$ cat src/rtl/mem_access_pkg.sv
// Shared encodings, FSM states and helpers for the MEM-stage data-memory access unit.
package mem_access_pkg;

    localparam logic [1:0] W_WORD = 2'b00;
    localparam logic [1:0] W_HALF = 2'b01;
    localparam logic [1:0] W_BYTE = 2'b10;

    typedef enum logic [1:0] {
        S_IDLE = 2'd0,
        S_BUSY = 2'd1,
        S_DONE = 2'd2
    } state_t;

    // Counter must be able to hold the value TIMEOUT itself.
    function automatic int unsigned cnt_width(input int unsigned timeout);
        return $clog2(timeout + 1);
    endfunction

    // Width code 11 behaves as a word access.
    function automatic logic is_misaligned(input logic [1:0] width, input logic [1:0] offs);
        case (width)
            W_BYTE:  return 1'b0;
            W_HALF:  return offs[0];
            default: return offs != 2'b00;
        endcase
    endfunction

endpackage

$ cat src/rtl/load_formatter.sv
// Selects the addressed byte/half of a read word and sign- or zero-extends it.
module load_formatter
    import mem_access_pkg::*;
(
    input  logic [31:0] rdata,
    input  logic [1:0]  addr,
    input  logic [1:0]  width,
    input  logic        is_unsigned,
    output logic [31:0] result
);

    logic [7:0]  byte_sel;
    logic [15:0] half_sel;

    always_comb begin
        case (addr)
            2'd0:    byte_sel = rdata[7:0];
            2'd1:    byte_sel = rdata[15:8];
            2'd2:    byte_sel = rdata[23:16];
            default: byte_sel = rdata[31:24];
        endcase
        half_sel = addr[1] ? rdata[31:16] : rdata[15:0];
        case (width)
            W_BYTE:  result = {{24{~is_unsigned & byte_sel[7]}}, byte_sel};
            W_HALF:  result = {{16{~is_unsigned & half_sel[15]}}, half_sel};
            default: result = rdata;
        endcase
    end

endmodule

$ cat src/rtl/mem_access_unit.sv
// MEM-stage data-memory access controller: store lane alignment, req/ack handshake,
// load formatting, pipeline stall and misalign/timeout fault pulses.
module mem_access_unit
    import mem_access_pkg::*;
#(
    parameter int unsigned TIMEOUT = 16
) (
    input  logic        clk,
    input  logic        reset,
    input  logic        MemRead,
    input  logic        MemWrite,
    input  logic [1:0]  loadWidth,
    input  logic        loadUnsigned,
    input  logic [1:0]  storeWidth,
    input  logic [31:0] ALUResult,
    input  logic [31:0] WriteData,
    output logic        mem_req,
    output logic        mem_we,
    output logic [31:0] mem_addr,
    output logic [3:0]  mem_be,
    output logic [31:0] mem_wdata,
    input  logic        mem_ack,
    input  logic [31:0] mem_rdata,
    output logic [31:0] LoadData,
    output logic        stall,
    output logic        misalign,
    output logic        bus_err
);

    localparam int unsigned CNT_W = cnt_width(TIMEOUT);

    state_t             state_q, state_d;
    logic [CNT_W-1:0]   cnt_q, cnt_d;
    logic               mem_req_q, mem_req_d;
    logic               mem_we_q, mem_we_d;
    logic [31:0]        mem_addr_q, mem_addr_d;
    logic [3:0]         mem_be_q, mem_be_d;
    logic [31:0]        mem_wdata_q, mem_wdata_d;
    logic [31:0]        load_data_q, load_data_d;
    logic               misalign_q, misalign_d;
    logic               bus_err_q, bus_err_d;
    logic [1:0]         ld_width_q, ld_width_d;
    logic               ld_uns_q, ld_uns_d;
    logic [1:0]         ld_offs_q, ld_offs_d;
    logic               rd_only_q, rd_only_d;
    logic               rd_wr_q, rd_wr_d;

    logic               access;
    logic [1:0]         eff_width;
    logic [3:0]         req_be;
    logic [31:0]        req_wdata;
    logic               misaligned;
    logic [31:0]        fmt_data;

    load_formatter u_load_formatter (
        .rdata       (mem_rdata),
        .addr        (ld_offs_q),
        .width       (ld_width_q),
        .is_unsigned (ld_uns_q),
        .result      (fmt_data)
    );

    // Decode of the request currently presented by the EX->MEM register.
    always_comb begin
        access    = MemRead | MemWrite;
        eff_width = MemWrite ? storeWidth : loadWidth;
        case (eff_width)
            W_BYTE: begin
                req_be    = 4'b0001 << ALUResult[1:0];
                req_wdata = {4{WriteData[7:0]}};
            end
            W_HALF: begin
                req_be    = ALUResult[1] ? 4'b1100 : 4'b0011;
                req_wdata = {2{WriteData[15:0]}};
            end
            default: begin
                req_be    = 4'b1111;
                req_wdata = WriteData;
            end
        endcase
        misaligned = is_misaligned(eff_width, ALUResult[1:0]);
    end

    // Next-state and registered-output logic.
    always_comb begin
        state_d     = state_q;
        cnt_d       = cnt_q;
        mem_req_d   = mem_req_q;
        mem_we_d    = mem_we_q;
        mem_addr_d  = mem_addr_q;
        mem_be_d    = mem_be_q;
        mem_wdata_d = mem_wdata_q;
        load_data_d = load_data_q;
        misalign_d  = 1'b0;
        bus_err_d   = 1'b0;
        ld_width_d  = ld_width_q;
        ld_uns_d    = ld_uns_q;
        ld_offs_d   = ld_offs_q;
        rd_only_d   = rd_only_q;
        rd_wr_d     = rd_wr_q;

        case (state_q)
            S_IDLE: begin
                if (access && misaligned) begin
                    misalign_d  = 1'b1;
                    load_data_d = '0;
                    state_d     = S_DONE;
                end else if (access) begin
                    mem_req_d   = 1'b1;
                    mem_we_d    = MemWrite;
                    mem_addr_d  = {ALUResult[31:2], 2'b00};
                    mem_be_d    = req_be;
                    mem_wdata_d = MemWrite ? req_wdata : '0;
                    ld_width_d  = loadWidth;
                    ld_uns_d    = loadUnsigned;
                    ld_offs_d   = ALUResult[1:0];
                    rd_only_d   = MemRead & ~MemWrite;
                    rd_wr_d     = MemRead & MemWrite;
                    cnt_d       = '0;
                    state_d     = S_BUSY;
                end
            end
            S_BUSY: begin
                if (mem_ack || (cnt_q == CNT_W'(TIMEOUT - 1))) begin
                    if (!mem_ack) begin
                        bus_err_d   = 1'b1;
                        load_data_d = '0;
                    end else if (rd_only_q) begin
                        load_data_d = fmt_data;
                    end else if (rd_wr_q) begin
                        load_data_d = '0;
                    end
                    mem_req_d   = 1'b0;
                    mem_we_d    = 1'b0;
                    mem_addr_d  = '0;
                    mem_be_d    = '0;
                    mem_wdata_d = '0;
                    state_d     = S_DONE;
                end else begin
                    cnt_d = cnt_q + CNT_W'(1);
                end
            end
            S_DONE: begin
                state_d = S_IDLE;
            end
            default: begin
                state_d = S_IDLE;
            end
        endcase
    end

    always_ff @(posedge clk) begin
        if (reset) begin
            state_q     <= S_IDLE;
            cnt_q       <= '0;
            mem_req_q   <= 1'b0;
            mem_we_q    <= 1'b0;
            mem_addr_q  <= '0;
            mem_be_q    <= '0;
            mem_wdata_q <= '0;
            load_data_q <= '0;
            misalign_q  <= 1'b0;
            bus_err_q   <= 1'b0;
            ld_width_q  <= '0;
            ld_uns_q    <= 1'b0;
            ld_offs_q   <= '0;
            rd_only_q   <= 1'b0;
            rd_wr_q     <= 1'b0;
        end else begin
            state_q     <= state_d;
            cnt_q       <= cnt_d;
            mem_req_q   <= mem_req_d;
            mem_we_q    <= mem_we_d;
            mem_addr_q  <= mem_addr_d;
            mem_be_q    <= mem_be_d;
            mem_wdata_q <= mem_wdata_d;
            load_data_q <= load_data_d;
            misalign_q  <= misalign_d;
            bus_err_q   <= bus_err_d;
            ld_width_q  <= ld_width_d;
            ld_uns_q    <= ld_uns_d;
            ld_offs_q   <= ld_offs_d;
            rd_only_q   <= rd_only_d;
            rd_wr_q     <= rd_wr_d;
        end
    end

    // Stall must react in the same cycle the access appears.
    assign stall     = ((state_q == S_IDLE) && access) || (state_q == S_BUSY);
    assign mem_req   = mem_req_q;
    assign mem_we    = mem_we_q;
    assign mem_addr  = mem_addr_q;
    assign mem_be    = mem_be_q;
    assign mem_wdata = mem_wdata_q;
    assign LoadData  = load_data_q;
    assign misalign  = misalign_q;
    assign bus_err   = bus_err_q;

endmodule

$ cat config.mk
export PLATFORM = sky130hd
export DESIGN_NAME = mem_access_unit
export DESIGN_NICKNAME = d
export VERILOG_FILES = /design/src/rtl/mem_access_pkg.sv /design/src/rtl/load_formatter.sv /design/src/rtl/mem_access_unit.sv
export SDC_FILE = /design/constraint.sdc
export NUM_CORES = 1
export LEC_CHECK = 0
export ABC_AREA = 1
export BUFFER_PORTS_ARGS = -buffer_cell sky130_fd_sc_hd__clkbuf_2
export CAP_MARGIN = 20
export CORE_AREA = 2 2 141 102
export DETAILED_ROUTE_END_ITERATION = 6
export DIE_AREA = 0 0 143 104
export HOLD_SLACK_MARGIN = 0.12
export MAX_ROUTING_LAYER = met4
export PLACE_DENSITY = 0.78
export SLEW_MARGIN = 10
export SYNTH_ARGS = -nofsm -noshare
export SYNTH_HDL_FRONTEND = slang
export SYNTH_SLANG_ARGS = --single-unit
$ cat constraint.sdc
create_clock -name clk -period 3.5 [get_ports clk]
set_clock_uncertainty 0.2 [all_clocks]
set_input_delay 0.35 -clock clk [delete_from_list [all_inputs] [get_ports clk]]
set_output_delay 0.35 -clock clk [all_outputs]
set_load 0.02 [all_outputs]
==> results of run 1 <==
==> cell usage after synthesis (all sizes together) (2+ instances only) <==
cell     number  area [um2]
a21oi       114         571
nand2       230         866
or2          11        68.8
nand3        44         235
dfxtp       116        2320
o211ai        3        27.5
o2111ai       7        61.3
o21ai        59         310
ha            6        75.1
clkinv        2        7.51
buf          22         135
clkbuf       28         105
nor2         88         348
inv          34         130
==> layer usage <==
metal / routed length, um / track usage [%] / up-vias
met3: 1510 / 6.58 / 23
met1: 7810 / 31.6 / 2769
li1: - / - / 3032
met2: 7680 / 34.3 / 274
met4: 190 / 6.22 / 0
met5: 0 / - / -
==> area by class of cell <==
cell class                 instances  area, um2  share of cell area [%]
antenna                            1       2.50                  0.0323
clock buffer                      17        425                    5.49
clock inverter                    15        183                    2.36
inverter                          36        140                    1.81
multi-input combinational        570       2620                    33.8
sequential                       116       2320                    30.0
tap                              190        238                    3.07
timing repair buffer             286       1810                    23.4
==> worst min path at each step <==
stage | startpoint | end | cells after the start
finish | mem_rdata[30] | LoadData[30] | 5
global route | mem_rdata[28] | LoadData[28] | 5
CTS | mem_rdata[28] | LoadData[28] | 5
detailed placement | mem_addr[26] | mem_addr[26] | 2
global placement | mem_addr[24] | mem_addr[24] | 2
floorplan | mem_ack | bus_err | 1
==> repair_timing <==
| action | 4_1_cts | 5_1_grt |
|---|---|---|
| setup buffers | 0 | 1 |
| gates resized for setup | 0 | 1 |
| endpoints found under the setup margin | 0 | 1 |
| hold buffers | 68 | 0 |
| hold endpoints to repair | 67 | 0 |
==> metrics by stage <==
stage / total power (W) / util, % / cells / area (um2)
2_1_floorplan: 0.00230 / - / 772 / 5320
3_3_place_gp: 0.00260 / 47.5 / 1129 / 6440
3_5_place_dp: 0.00261 / 47.5 / 1129 / 6440
4_1_cts: 0.00445 / 57.0 / 1229 / 7730
5_1_grt: 0.00468 / 57.1 / 1231 / 7740
6_report: 0.00444 / 57.1 / 1231 / 7740
==> kinds of logic after synthesis <==
kind of cell,Yosys count
DFF,116
other,1
buffers and inverters,86
xor gates and xnor gates,1
and+or+nand+nor,374
adders and majority gates,6
AOI/OAI and AO/OA,187
==> cell usage in the layout, fill, tap and decap left out, types with 2 or more instances in the layout <==
master	count
inv_2	2
o211ai_1	2
conb_1	2
clkbuf_2	207
dlygate4sd3_1	68
a21oi_1	114
clkbuf_16	17
o2111ai_1	7
nand2_1	229
nor2_4	2
nand3_1	41
o21ai_0	56
inv_1	31
or2_2	10
nand3_2	3
clkinv_1	2
buf_4	10
bufinv_16	3
inv_6	3
clkinv_4	6
dfxtp_1	116
clkinv_2	3
nor2_1	85
ha_1	6
==> state kept, by name, summed over array words and instances (netlist names) <==
name / flops
LoadData: 32
bus_err: 1
cnt_q: 5
ld_offs_q: 2
ld_uns_q: 1
ld_width_q: 2
mem_addr: 30
mem_be: 4
mem_req: 1
mem_wdata: 32
mem_we: 1
misalign: 1
rd_only_q: 1
rd_wr_q: 1
state_q: 2
==> power by group through the flow <==
stage,sequential [W],clock (W),combinational [W]
floorplan,0.00164,0,0.000655
global placement,0.00153,0,0.00107
detailed placement,0.00153,0,0.00108
CTS,0.00151,0.00180,0.00114
global route,0.00152,0.00187,0.00128
finish,0.00151,0.00177,0.00116
==> worst max-delay path, cell delays in order <==
cell and delay [ns]:
dlygate4sd3_1 0.54, clkbuf_2 0.14, o21ai_0 0.25, inv_1 0.08, ha_1 0.42, inv_6 0.26, o21ai_4 0.12, nor2_4 0.15
buf_12 0.20, o2111ai_1 0.15, dlygate4sd3_1 0.59, a21oi_1 0.14
==> results by group, run 1 <==
STA
  • Max transition margin: 56.7%
  • Crit share post-route: 94.1%
  • Tmin final: 3.29 ns
  • Setup WS post-layout: 0.205 ns
  • Worst slew pin tran: 0.650 ns
  • Highest Clock Rate: 0.303 GHz
  • Worst hold margin: 0.134 ns
  • Setup TNS: 0 ns
  • Final Max Tran Viols: 0
  • RSZ-0062 raised after global routing: false
  • Hold Fails Final Rpt: 0
  • Setup Viol. Count Final: 0

Setup path
  • CP startpoint: loadWidth[0]
  • Crit path capture type: flop
  • Critical Path RT: 3.62 ns
  • FF-to-FF Start: ld_width_q[0]
  • Setup CP Type: in2reg
  • Critical Path Start Type: primary input
  • FF-to-FF End: LoadData[0]
  • CP max FO: 38
  • Worst R2R Setup Slack: 0.92 ns
  • Critical Path Sink: mem_wdata[21]
  • CP Data Arrival Time: 3.42 ns
  • Worst R2R Path Depth: 8

Layout
  • Area delta synth->final: 45.6%
  • Fillers: 1231
  • Share of layout cells above drive strength 1: 26.3%
  • Final #Nets: 1139

Power
  • Sequential fraction of design power: 34.0%
  • Psw: 0.00149 W
  • Pwr Density: 574 mW/mm2
  • Clk network pwr share: 39.8%
  • Comb power frac: 26.2%
  • Internal: 0.00295 W
  • Static Leak: 3.45 nW
  • Max VDD drop: 349 uV
  • Switching share of power: 33.6%

Floorplan
  • Die area: 0.0149 mm2
  • Die height: 104 um
  • Initial core utilization: 39.2%
  • FP Rows: 36
  • Die width: 143 um
  • Core area: 0.0136 mm2
  • I/O pins: 211

Yosys
  • Main flop type after synthesis: dfxtp_1
  • Adder-cell share of the synthesized area: 1.41%
  • Async S/R FF share, synth: 0%
  • Cells after Synth: 771
  • Post-synth EDFFs: 0
  • Unique masters post-synth: 35
  • Yosys warns: 0
  • Synth Area in Compound Gates: 18.9%
  • Average cell area after synthesis: 6.90 um2
  • Register area share after synthesis: 43.7%
  • Post-synthesis mux area share: 0%
  • Synth Area in Simple Gates: 28.7%
  • Main combinational cell family by area after synthesis: simple AND/OR/NAND/NOR gates
  • Syn Std Cell Area: 0.00532 mm2
  • Post-synthesis xor/xnor area fraction: 0.165%
  • Synthesized flop and latch total: 116

Hold path
  • Worst Hold Class: in2reg

Clocking
  • Longest Clk Path Bufs: 2
  • Root Buffer: clkbuf_16
  • CTS H-tree depth: 4
  • Num CTS Buffers: 17
  • TritonCTS clock tree: yes
  • Worst-path clk slew: 0.06 ns
  • Clock latency on the worst-skew pair: 0.40 ns
  • TritonCTS Sinks: 116

Global route
  • Vias in the first global route: 5543
  • GRT overflow: 0
  • Largest net degree at the start of global routing: 63
  • Initial antenna violation count: 1
  • GR Util All Layers: 23.4%
  • Global-route wire length before repair: 27100 um

Detailed routing
  • Drt total wl: 17200 um
  • Via/cell ratio: 4.95
  • Post-route DRC: 0
  • Final antenna-violating net count: 0
  • Drt wl/cell: 14.0 um
  • First-pass DRT Iterations: 7
  • DR vias: 6098
  • Initial drt markers: 625

Flow run
  • Max-cap viol count: 0

Placed design
  • GP Congestion: 0.920
  • Detailed-placement wirelength estimate: 11800 um
  • Placement Setup Slack: 0.228 ns
  • I/O Buffers: 208

Outcome
  • Status: complete, no violations
Note: power is estimated with default switching activity, not from simulation.
==> inputs of run 2 (changes only) <==
--- a/config.mk
+++ b/config.mk
@@ -6,14 +6,14 @@
 export NUM_CORES = 1
 export LEC_CHECK = 0
 export ABC_AREA = 1
-export BUFFER_PORTS_ARGS = -buffer_cell sky130_fd_sc_hd__clkbuf_2
 export CAP_MARGIN = 20
 export CORE_AREA = 2 2 141 102
 export DETAILED_ROUTE_END_ITERATION = 6
 export DIE_AREA = 0 0 143 104
+export DONT_BUFFER_PORTS = 1
 export HOLD_SLACK_MARGIN = 0.12
 export MAX_ROUTING_LAYER = met4
-export PLACE_DENSITY = 0.78
+export PLACE_DENSITY = 0.67
 export SLEW_MARGIN = 10
 export SYNTH_ARGS = -nofsm -noshare
 export SYNTH_HDL_FRONTEND = slang
==> constraint.sdc (replaced) <==
create_clock -name clk -period 3 [get_ports clk]
set_clock_uncertainty 0.2 [all_clocks]
set_input_delay 0.3 -clock clk [delete_from_list [all_inputs] [get_ports clk]]
set_output_delay 0.3 -clock clk [all_outputs]
set_load 0.02 [all_outputs]
==> run 2 against run 1 <==
Design area down 4.8%. Utilization down 2.7 points. Setup slack worse by 0.017 ns. Non-clock buffer count down 139. Worst hold slack better by 0.017 ns. Critical path depth down 1. Critical endpoint is now mem_addr[20].
==> results by group, run 2 (synthesis gave the netlist of run 1 again) <==
Placed design
  • GP Congestion: 0.893
  • Detailed-placement wirelength estimate: 11100 um
  • I/O Buffers: 0
  • Placed inst area: 0.00542 mm2
  • Placement Setup Slack: 0.363 ns

Global route
  • Vias in the first global route: 5185
  • Initial antenna violation count: 3
  • GRT overflow: 0
  • Global-route wire length before repair: 27200 um
  • Largest net degree at the start of global routing: 99
  • GR Util All Layers: 24.3%

STA
  • Setup TNS: 0 ns
  • Hold Fails Final Rpt: 0
  • Tmin final: 2.81 ns
  • Max transition margin: 55.7%
  • Setup WS post-layout: 0.188 ns
  • Highest Clock Rate: 0.356 GHz
  • Final Max Tran Viols: 0
  • Worst slew pin tran: 0.665 ns
  • Worst hold margin: 0.151 ns
  • RSZ-0062 raised after global routing: false
  • Setup Viol. Count Final: 0
  • Crit share post-route: 93.7%

Setup path
  • Critical Path RT: 3.16 ns
  • Setup CP Type: reg2reg
  • Critical Path Start Type: flop
  • CP max FO: 16
  • CP Data Arrival Time: 2.97 ns
  • Crit path capture type: flop

Floorplan
  • Die width: 143 um
  • Initial core utilization: 39.2%
  • Core area: 0.0136 mm2
  • FP Rows: 36
  • Die height: 104 um
  • I/O pins: 211
  • Die area: 0.0149 mm2

Clocking
  • Longest Clk Path Bufs: 2
  • Post-CTS setup buffers: 0
  • TritonCTS Sinks: 116
  • CTS H-tree depth: 4
  • Worst-path clk slew: 0.06 ns
  • Num CTS Buffers: 17
  • Clock latency on the worst-skew pair: 0.42 ns
  • TritonCTS clock tree: yes
  • Root Buffer: clkbuf_16

Layout
  • Area delta synth->final: 38.7%
  • Multi-input gate area: 0.00263 mm2
  • Final #Nets: 1000
  • Final Util: 54.4%
  • Final Cell Area: 0.00737 mm2
  • Sequential cell area: 0.00232 mm2
  • Highest-count cells in the layout ignoring fill and taps: 229 x nand2_1, 133 x dlygate4sd3_1, 116 x dfxtp_1
  • Share of layout cells above drive strength 1: 7.44%
  • Fillers: 1241
  • Commonest non-fill, non-tap cell in the layout: nand2_1

Detailed routing
  • Drt total wl: 17900 um
  • Initial drt markers: 534
  • DR vias: 5593
  • Final antenna-violating net count: 0
  • Post-route DRC: 0
  • First-pass DRT Iterations: 7
  • Drt wl/cell: 16.4 um
  • Via/cell ratio: 5.12

Power
  • Static Leak: 2.87 nW
  • Comb power frac: 22.8%
  • Sequential fraction of design power: 38.1%
  • Internal: 0.00327 W
  • Psw: 0.00179 W
  • Switching share of power: 35.3%
  • Max VDD drop: 410 uV
  • Clk network pwr share: 39.2%
  • Pwr Density: 686 mW/mm2

Flow run
  • Max-cap viol count: 0

Outcome
  • Status: complete, no violations

Hold path
  • Worst Hold Class: in2reg
-- run 2: cell types whose count changed in the layout (fill, tap and decap cells not counted), moves of 2 or more --
cell | previous run | this run
clkbuf_2 | 207 | 0
clkinv_2 | 3 | 1
dlygate4sd3_1 | 68 | 133
bufinv_16 | 3 | 1
inv_6 | 3 | 6
-- run 2: power by group through the flow --
stage                     Clock [W]  Combinational (W)  Sequential (W)
final                       0.00198            0.00115         0.00192
after global routing        0.00209            0.00127         0.00194
after CTS                   0.00202            0.00112         0.00192
after detailed placement          0           0.000917         0.00196
after global placement            0           0.000908         0.00196
after floorplan                   0           0.000764         0.00192
-- run 2: final timing paths --
kind                startpoint            to  slack (ns)  cells past startpoint
hold reg to reg       cnt_q[1]      cnt_q[1]        0.29                      2
hold / removal    WriteData[1]  mem_wdata[9]        0.15                      6
setup / recovery      cnt_q[0]  mem_addr[20]        0.19                     11
setup reg to reg      cnt_q[0]  mem_addr[20]        0.19                     11
-- run 2: metrics by stage --
stage               cells  total power (W)
floorplan             772          0.00268
detailed placement    924          0.00287
global placement      924          0.00286
finish               1093          0.00505
CTS                  1091          0.00506
global route         1093          0.00531
-- run 2: layer usage --
metal	up-vias	share of wire [%]	track usage (%)
met3	21	11	8.75
met5	-	0	-
met2	281	44	34.3
met4	0	1.5	7.71
li1	2750	-	-
met1	2541	44	32.4
-- run 2: critical path, cell delays in order (launching register included) --
cell and delay, ns:
dfxtp_1 0.33, ha_1 0.21, nand2_1 0.09, nor2_1 0.06, ha_1 0.17, nor2_1 0.26
o21ai_2 0.16, nand2_4 0.22, buf_4 0.26, nand2_1 0.07, a21oi_1 0.14, dlygate4sd3_1 0.58
-- run 2: area by class of cell --
cell class	count	share of cell area, %
Antenna cell	2	0.0679
Clock buffer	18	5.82
Clock inverter	14	1.93
Inverter	36	1.87
Multi-Input combinational cell	570	35.6
Sequential cell	116	31.5
Tap cell	190	3.22
Timing Repair Buffer	147	20.0
-- run 2: timing repair --
action                                 in CTS  in global routing
hold buffers                              135                  0
setup endpoints to repair                   0                 21
endpoints found under the hold margin     115                  0
gates resized for setup                     0                  2
